<file path="config.mk">
export PLATFORM = sky130hd
export DESIGN_NAME = decimator_param
export DESIGN_NICKNAME = d
export VERILOG_FILES = /design/src/rtl/decim_pkg.sv /design/src/rtl/decim_avg_acc.sv /design/src/rtl/decimator_param.sv
export SDC_FILE = /design/constraint.sdc
export NUM_CORES = 1
export LEC_CHECK = 0
export ABC_AREA = 0
export BUFFER_PORTS_ARGS = -buffer_cell sky130_fd_sc_hd__buf_4
export CORE_AREA = 2 2 77 79
export DETAILED_ROUTE_END_ITERATION = 10
export DIE_AREA = 0 0 79 81
export RECOVER_POWER = 25
export SLEW_MARGIN = 20
export SYNTH_ARGS = -nofsm -noshare
export SYNTH_HDL_FRONTEND = slang
export SYNTH_SLANG_ARGS = --single-unit
export TNS_END_PERCENT = 1
</file>
<file path="constraint.sdc">
create_clock -name clk -period 2.87 [get_ports clk]
set_input_delay 0.574 -clock clk [delete_from_list [all_inputs] [get_ports clk]]
set_output_delay 0.574 -clock clk [all_outputs]
set_load 0.01 [all_outputs]
</file>
<file path="src/rtl/decim_pkg.sv">
// Shared types and helpers for the handshaked decimator.
package decim_pkg;

  localparam int DEC_DATA_W     = 16;
  localparam int DEC_MAX_FACTOR = 16;

  typedef logic signed [DEC_DATA_W-1:0] sample_t;

  typedef enum logic {
    DEC_PICK = 1'b0,
    DEC_AVG  = 1'b1
  } dec_mode_e;

  // 0 behaves as 1; anything above the supported maximum saturates to it.
  function automatic int unsigned clamp_factor(input int unsigned f, input int unsigned max_f);
    if (f == 0) return 1;
    else if (f > max_f) return max_f;
    else return f;
  endfunction

  function automatic int unsigned floor_log2(input int unsigned v);
    int unsigned r;
    r = 0;
    for (int i = 1; i < 32; i++) begin
      if (v >= (32'd1 << i)) r = i;
    end
    return r;
  endfunction

endpackage

</file>
<file path="src/rtl/decim_avg_acc.sv">
// Boxcar accumulator: running sum of a frame, arithmetic right shift by
// floor(log2(factor)), then saturation back to the sample range.
module decim_avg_acc #(
  parameter int DATA_W  = 16,
  parameter int ACC_W   = 20,
  parameter int SHIFT_W = 5
) (
  input  logic               clk,
  input  logic               reset_n,
  input  logic               clear,
  input  logic               valid,
  input  logic               first,
  input  logic [DATA_W-1:0]  sample,
  input  logic [SHIFT_W-1:0] shift,
  output logic [DATA_W-1:0]  result
);

  localparam logic signed [ACC_W-1:0] SAT_MAX = {{(ACC_W-DATA_W+1){1'b0}}, {(DATA_W-1){1'b1}}};
  localparam logic signed [ACC_W-1:0] SAT_MIN = {{(ACC_W-DATA_W+1){1'b1}}, {(DATA_W-1){1'b0}}};

  logic signed [ACC_W-1:0] acc;
  logic signed [ACC_W-1:0] ext;
  logic signed [ACC_W-1:0] sum;
  logic signed [ACC_W-1:0] shifted;

  assign ext     = {{(ACC_W-DATA_W){sample[DATA_W-1]}}, sample};
  // The first sample of a frame replaces whatever the accumulator held.
  assign sum     = first ? ext : acc + ext;
  assign shifted = sum >>> shift;

  always_comb begin
    result = shifted[DATA_W-1:0];
    if (shifted > SAT_MAX) result = SAT_MAX[DATA_W-1:0];
    else if (shifted < SAT_MIN) result = SAT_MIN[DATA_W-1:0];
  end

  always_ff @(posedge clk or negedge reset_n) begin
    if (!reset_n) acc <= '0;
    else if (clear) acc <= '0;
    else if (valid) acc <= sum;
  end

endmodule

</file>
<file path="src/rtl/decimator_param.sv">
// Handshaked decimator: pick-last, or boxcar average when DECIMATOR_AVG_EN is
// defined. Counts accepted input samples; factor and mode are latched per frame.
module decimator_param
  import decim_pkg::*;
#(
  parameter int DATA_W     = DEC_DATA_W,
  parameter int MAX_FACTOR = DEC_MAX_FACTOR,
  parameter int CNT_W      = $clog2(MAX_FACTOR + 1)
) (
  input  logic              clk,
  input  logic              reset_n,
  input  logic [CNT_W-1:0]  factor_i,
  input  logic              mode_avg_i,
  input  logic [DATA_W-1:0] signal_in,
  input  logic              valid_in,
  output logic [DATA_W-1:0] signal_out,
  output logic              valid_out,
  input  logic              out_ready,
  output logic              overrun_o,
  input  logic              clear_i
);

  logic [CNT_W-1:0]  count;
  logic [CNT_W-1:0]  count_nxt;
  logic [CNT_W-1:0]  factor_lat;
  logic [CNT_W-1:0]  eff_factor;
  logic [DATA_W-1:0] result;
  logic              first;
  logic              take;
  logic              frame_end;
  logic              load;

  assign first      = (count == '0);
  assign eff_factor = first ? CNT_W'(clamp_factor(32'(factor_i), MAX_FACTOR)) : factor_lat;
  assign take       = valid_in && !clear_i;
  assign count_nxt  = count + CNT_W'(1);
  assign frame_end  = take && (count_nxt == eff_factor);
  // Output handshake: a result transfers on any edge with valid_out && out_ready;
  // signal_out is stable while valid_out is high, and a new result may replace
  // the old one only on the edge where the old one transfers.
  assign load       = frame_end && (!valid_out || out_ready);

`ifdef DECIMATOR_AVG_EN
  localparam int ACC_W = DATA_W + $clog2(MAX_FACTOR);

  dec_mode_e         mode_lat;
  dec_mode_e         eff_mode;
  logic [DATA_W-1:0] avg_res;

  assign eff_mode = first ? (mode_avg_i ? DEC_AVG : DEC_PICK) : mode_lat;

  decim_avg_acc #(
    .DATA_W (DATA_W),
    .ACC_W  (ACC_W),
    .SHIFT_W(CNT_W)
  ) u_avg_acc (
    .clk    (clk),
    .reset_n(reset_n),
    .clear  (clear_i),
    .valid  (take),
    .first  (first),
    .sample (signal_in),
    .shift  (CNT_W'(floor_log2(32'(eff_factor)))),
    .result (avg_res)
  );

  assign result = (eff_mode == DEC_AVG) ? avg_res : signal_in;

  always_ff @(posedge clk or negedge reset_n) begin
    if (!reset_n) mode_lat <= DEC_PICK;
    else if (take && first) mode_lat <= eff_mode;
  end
`else
  logic unused_mode;
  assign unused_mode = mode_avg_i;
  assign result      = signal_in;
`endif

  always_ff @(posedge clk or negedge reset_n) begin
    if (!reset_n) begin
      count      <= '0;
      factor_lat <= CNT_W'(1);
      signal_out <= '0;
      valid_out  <= 1'b0;
      overrun_o  <= 1'b0;
    end else begin
      if (clear_i) begin
        count     <= '0;
        overrun_o <= 1'b0;
      end else if (valid_in) begin
        if (first) factor_lat <= eff_factor;
        count <= frame_end ? '0 : count_nxt;
        if (frame_end && valid_out && !out_ready) overrun_o <= 1'b1;
      end
      if (load) begin
        valid_out  <= 1'b1;
        signal_out <= result;
      end else if (valid_out && out_ready) begin
        valid_out <= 1'b0;
      end
    end
  end

endmodule

</file>
* After elaboration in Yosys (flattened, before gate mapping)
Index checks and enable logic that the tools add are counted.
** Storage, ports and cells
- Register bits :: 28
- Bits of input ports :: 27
- Output and inout port bits :: 18
** Cells by class
- Add/subtract/negate cells :: 1
- $lt $le $gt $ge :: 1
- Equality and inequality tests :: 1
- Mux-type cells :: 11
- Bitwise logic cells :: 1
- Reduce and logical (&&, ||, !) cells :: 17
** Operators with widths (count)
- $mux 5 :: 6
- $logic_not 5->1 :: 2
- $logic_and 1x1->1 :: 6
- $reduce_bool 2->1 :: 3
- $add 5x1->5 const B :: 1
- $eq 5x5->1 :: 1
- $gt 5x5->1 const B :: 1
- $mux 1 :: 5
- $logic_not 1->1 :: 3
- $reduce_and 3->1 :: 1
- $reduce_and 2->1 :: 1
- $logic_or 1x1->1 :: 1
- $not 1->1 :: 1

* Longest topological paths before layout
- Word-level depth :: 11
- Gate-level depth with buffers :: 9
- Mapped depth without buffers :: 8

* Least setup slack after synthesis
No wires, ideal clock.
- Path kind :: register to register
- Start point :: register count[0]
- End point :: register signal_out[10]
- Arrival :: 2.385 ns
- Required time :: 2.745 ns
- Path slack :: 0.360 ns
- Cell stages (with the launch flop) :: 10
- Period minus slack after synthesis :: 2.510 ns
- Cells stage by stage :: dfrtp_1 inv_1 ha_1 nor4b_4 mux2i_1 xor2_1 nor4_4 nand3_4 buf_6 mux2_4
** On the way
- Longest elaborated chain between the ends :: 5
** Ends and longest elaborated chain
- from (decl) :: RTL line decimator_param.sv:23 : logic [CNT_W-1:0] count;
- from (signal assigned) :: RTL line decimator_param.sv:92 : count <= frame_end ? '0 : count_nxt;
- branches (longest 2 deep; another with $add 5x1->5)
- $eq 5x5->1 * :: RTL line decimator_param.sv:37 : assign frame_end = take && (count_nxt == eff_factor);
- $logic_and 1x1->1 * :: RTL line decimator_param.sv:37
- $logic_and 1x1->1 * :: RTL line decimator_param.sv:41 : assign load = frame_end && (!valid_out || out_ready);
- to (signal assigned) :: RTL line decimator_param.sv:97 : signal_out <= result;
- to (decl) :: RTL line decimator_param.sv:16 : output logic [DATA_W-1:0] signal_out,
Mark *: on every way between the ends.
A chain may end at the register's enable or synchronous reset.

* Worst setup path after layout
- Start point :: register count[0]
- End point :: register count[1]
** On the way
- Longest elaborated chain between the ends :: 7
** Ends and longest elaborated chain
- branches (longest 4 deep; another with $add 5x1->5)
- $mux 5 * :: RTL line decimator_param.sv:92
- $mux 5 * :: RTL line decimator_param.sv:90 : end else if (valid_in) begin
- $mux 5 * :: RTL line decimator_param.sv:87 : if (clear_i) begin
Mark *: on every way between the ends. The select of a mux whose other input is x is not followed.

==> impl_metrics.yaml <==
outcome:
  status: "finished clean"
placed_design:
  post-dp-hpwl_mm: 2.034
  place_area_sq_um: 1837
  port_buffers: 43
  gp_congestion: 0.6941
min_path:
  min_path_type: "flop to flop"
logic_synthesis:
  synth_cell_types: 29
  yosysWarnings: 0
  syn_area_per_cell_sq_um: 13.43
  syn_area_sq_um: 1396
  ys_ff_latch: 28
  synth_nets: 133
  synth_cells: 104
  seq_area_frac_synth_pct: 50.27
global_routing:
  groute.usage.overall_pct: 8.673
  met2_usage_pct: 15.08
  grt_use_met1_pct: 10.35
  gr-total-overflow: 0
  antenna_found_initial: 0
  grt_util_met3_pct: 2.333
  grt_pass1_vias: 1023
  grt.busiest_layer: "met2"
  grt_first_pass_wirelength_mm: 4.422
  grt_max_degree: 29
clocking:
  clk_pin_slew_ns: 0.09
  cts_buffers: 3
  ctsHoldBuffers: 0
  cts_tree: "yes"
  worstSkewPairLatency_ns: 0.27
  htreeDepth: 1
  cts-resized-gates: 0
  cts_root_buf: "clkbuf_8"
  cts_setup_buffers: 0
  numClockSinks: 28
  clock_path_buffers: 2
finish:
  drive_gt1_share_pct: 50.66
  diodes: 0
  multi_input_area_sq_um: 664.4
  layout.nets: 182
  regArea_sq_um: 701.9
  postLayoutCellArea_sq_um: 1888
  n_fill_cell: 577
  syn2layout_area_growth_pct: 35.22
pwr:
  power_density_nw_per_um2: 725.3
  vdd_drop_max_uv: 369.3
  p_leak_nw: 0.9525
setup_path:
  critPathKind: "flop to flop"
  crit_fanout: 6
  worstSetupStartpointType: "flop"
  required_ns: 3.04
  r2r_slack_ns: 0.34
  worstPathArrival_ns: 2.70
  end_kind: "flop"
sta:
  holdWs_ns: 0.5186
  tns_ns: 0
  period_needed_ns: 2.528
  maxSlewHeadroom_pct: 3.088
  tightest_slew_ns: 1.454
  fmax_mhz: 395.5
  hold_viol: 0
  setup_violations: 0
  grt_setup_unrepaired: "false"
  drv_slew: 0
  finClkSkew_ns: 0.007251
  min_period_over_period_pct: 88.10
job:
  cap_violations: 0
route:
  wire_per_inst_um: 11.78
  drc_errors: 0
  vias: 944
  postRouteAntennaNets: 0
  via_per_inst: 4.159
  drt_iter0_drc: 14
  first_pass_iters: 3
  drt_wl_total_mm: 2.674
die:
  rows: 28
  dieArea_sq_um: 6399
  die_w_um: 79
  pin_count: 45
  die_h_um: 81
  core_sq_um: 5675
  initial_core_util_pct: 24.60
## metal layers
metal	vias to the layer above	wire, um	part of all wire, %
met5	-	0	0
met4	0	17	0.64
met3	2	206	7.7
met2	34	1325	50
met1	452	1125	42
li1	456	-	-
## state kept, by name, indices dropped and copies added (netlist names)
register	flops
count	5
signal_out	16
overrun_o	1
factor_lat	5
valid_out	1
## critical path, cell delays in order, from the launching register on
cell     delay (ns)
dfrtp_1        0.44
inv_1          0.10
ha_1           0.15
nor4b_4        0.17
buf_4          0.20
mux2i_1        0.24
xor2_1         0.13
nor4_4         0.39
buf_4          0.18
nand2_1        0.13
a31o_2         0.30
## kinds of logic after synthesis
logic type | share of synthesized area (%)
simple gates | 12.90
flops | 50.27
compound gates | 4.660
fa+ha+maj | 1.792
mux | 23.21
xor+xnor | 5.018
buf+inv | 2.151
## worst paths after layout
kind / startpoint / to / cells past startpoint
setup / recovery: count[0] / count[1] / 10
hold / removal: factor_lat[3] / factor_lat[3] / 1
setup reg to reg: count[0] / count[1] / 10
hold reg to reg: factor_lat[3] / factor_lat[3] / 1
max in group asynchronous: reset_n / factor_lat[1] / 1
min in group asynchronous: reset_n / signal_out[2] / 1
## stage by stage
step                instances  util, %  worst slack, ns  total power (W)
floorplan                 104        -           0.3603        0.0008842
global placement          223    32.36           0.2986         0.001140
detailed placement        223    32.36           0.3163         0.001145
CTS                       227    33.33           0.3105         0.001395
global route              227    33.27           0.2033         0.001452
finish                    227    33.27           0.3415         0.001369
## power breakdown
group	internal (W)	switching, W	total (W)
Clock	0.000123	0.000115	0.000238
Sequential	0.000524	0.0000727	0.000596
Combinational	0.000331	0.000204	0.000535
Total	0.000977	0.000392	0.00137
## cell usage in the layout, fill, tap and decap left out
cell type and n:
a21o_1 2, a21oi_1 2, a31o_2 2, a31oi_1 1
a41oi_1 1, and3_1 1, buf_12 1, buf_4 45
clkbuf_1 1, clkbuf_8 4, dfrtp_1 27, dfstp_2 1
ha_1 2, inv_1 3, mux2_2 11, mux2_4 10
mux2i_1 5, nand2_1 2, nand2b_1 1, nand3_1 2
nand3_4 1, nor2_1 5, nor2b_1 5, nor3_1 2
nor3b_1 2, nor4_4 1, nor4b_4 1, o21bai_1 1
or3_1 2, xnor2_1 3, xor2_1 5
## cells in the mapped netlist (all sizes together)
master  instances  area (sq um)
dfrtp          27         675.7
mux2           21         274.0
mux2i           5         50.05
nor2            5         18.77
nor2b           5         31.28
xor2            5         43.79
inv             3         11.26
nand3           3         27.53
xnor2           3         26.28
a21o            2         15.01
a21oi           2         10.01
a31o            2         17.52
clkbuf          2         7.510
ha              2         25.02
nand2           2         7.510
nor3            2         10.01
nor3b           2         15.01
or3             2         12.51
a31oi           1         6.260
a41oi           1         8.760
and3            1         6.260
buf             1         11.26
dfstp           1         26.28
nand2b          1         6.260
nor4            1         21.27
nor4b           1         23.77
o21bai          1         7.510
## area by class of cell
type                       instances  area share [%]
timing repair buffer              47           19.15
clock buffer                       4           2.916
tap                               75           4.970
sequential                        28           37.18
inverter                           3          0.5964
multi-input combinational         70           35.19
(Power assumes the default switching activity.)
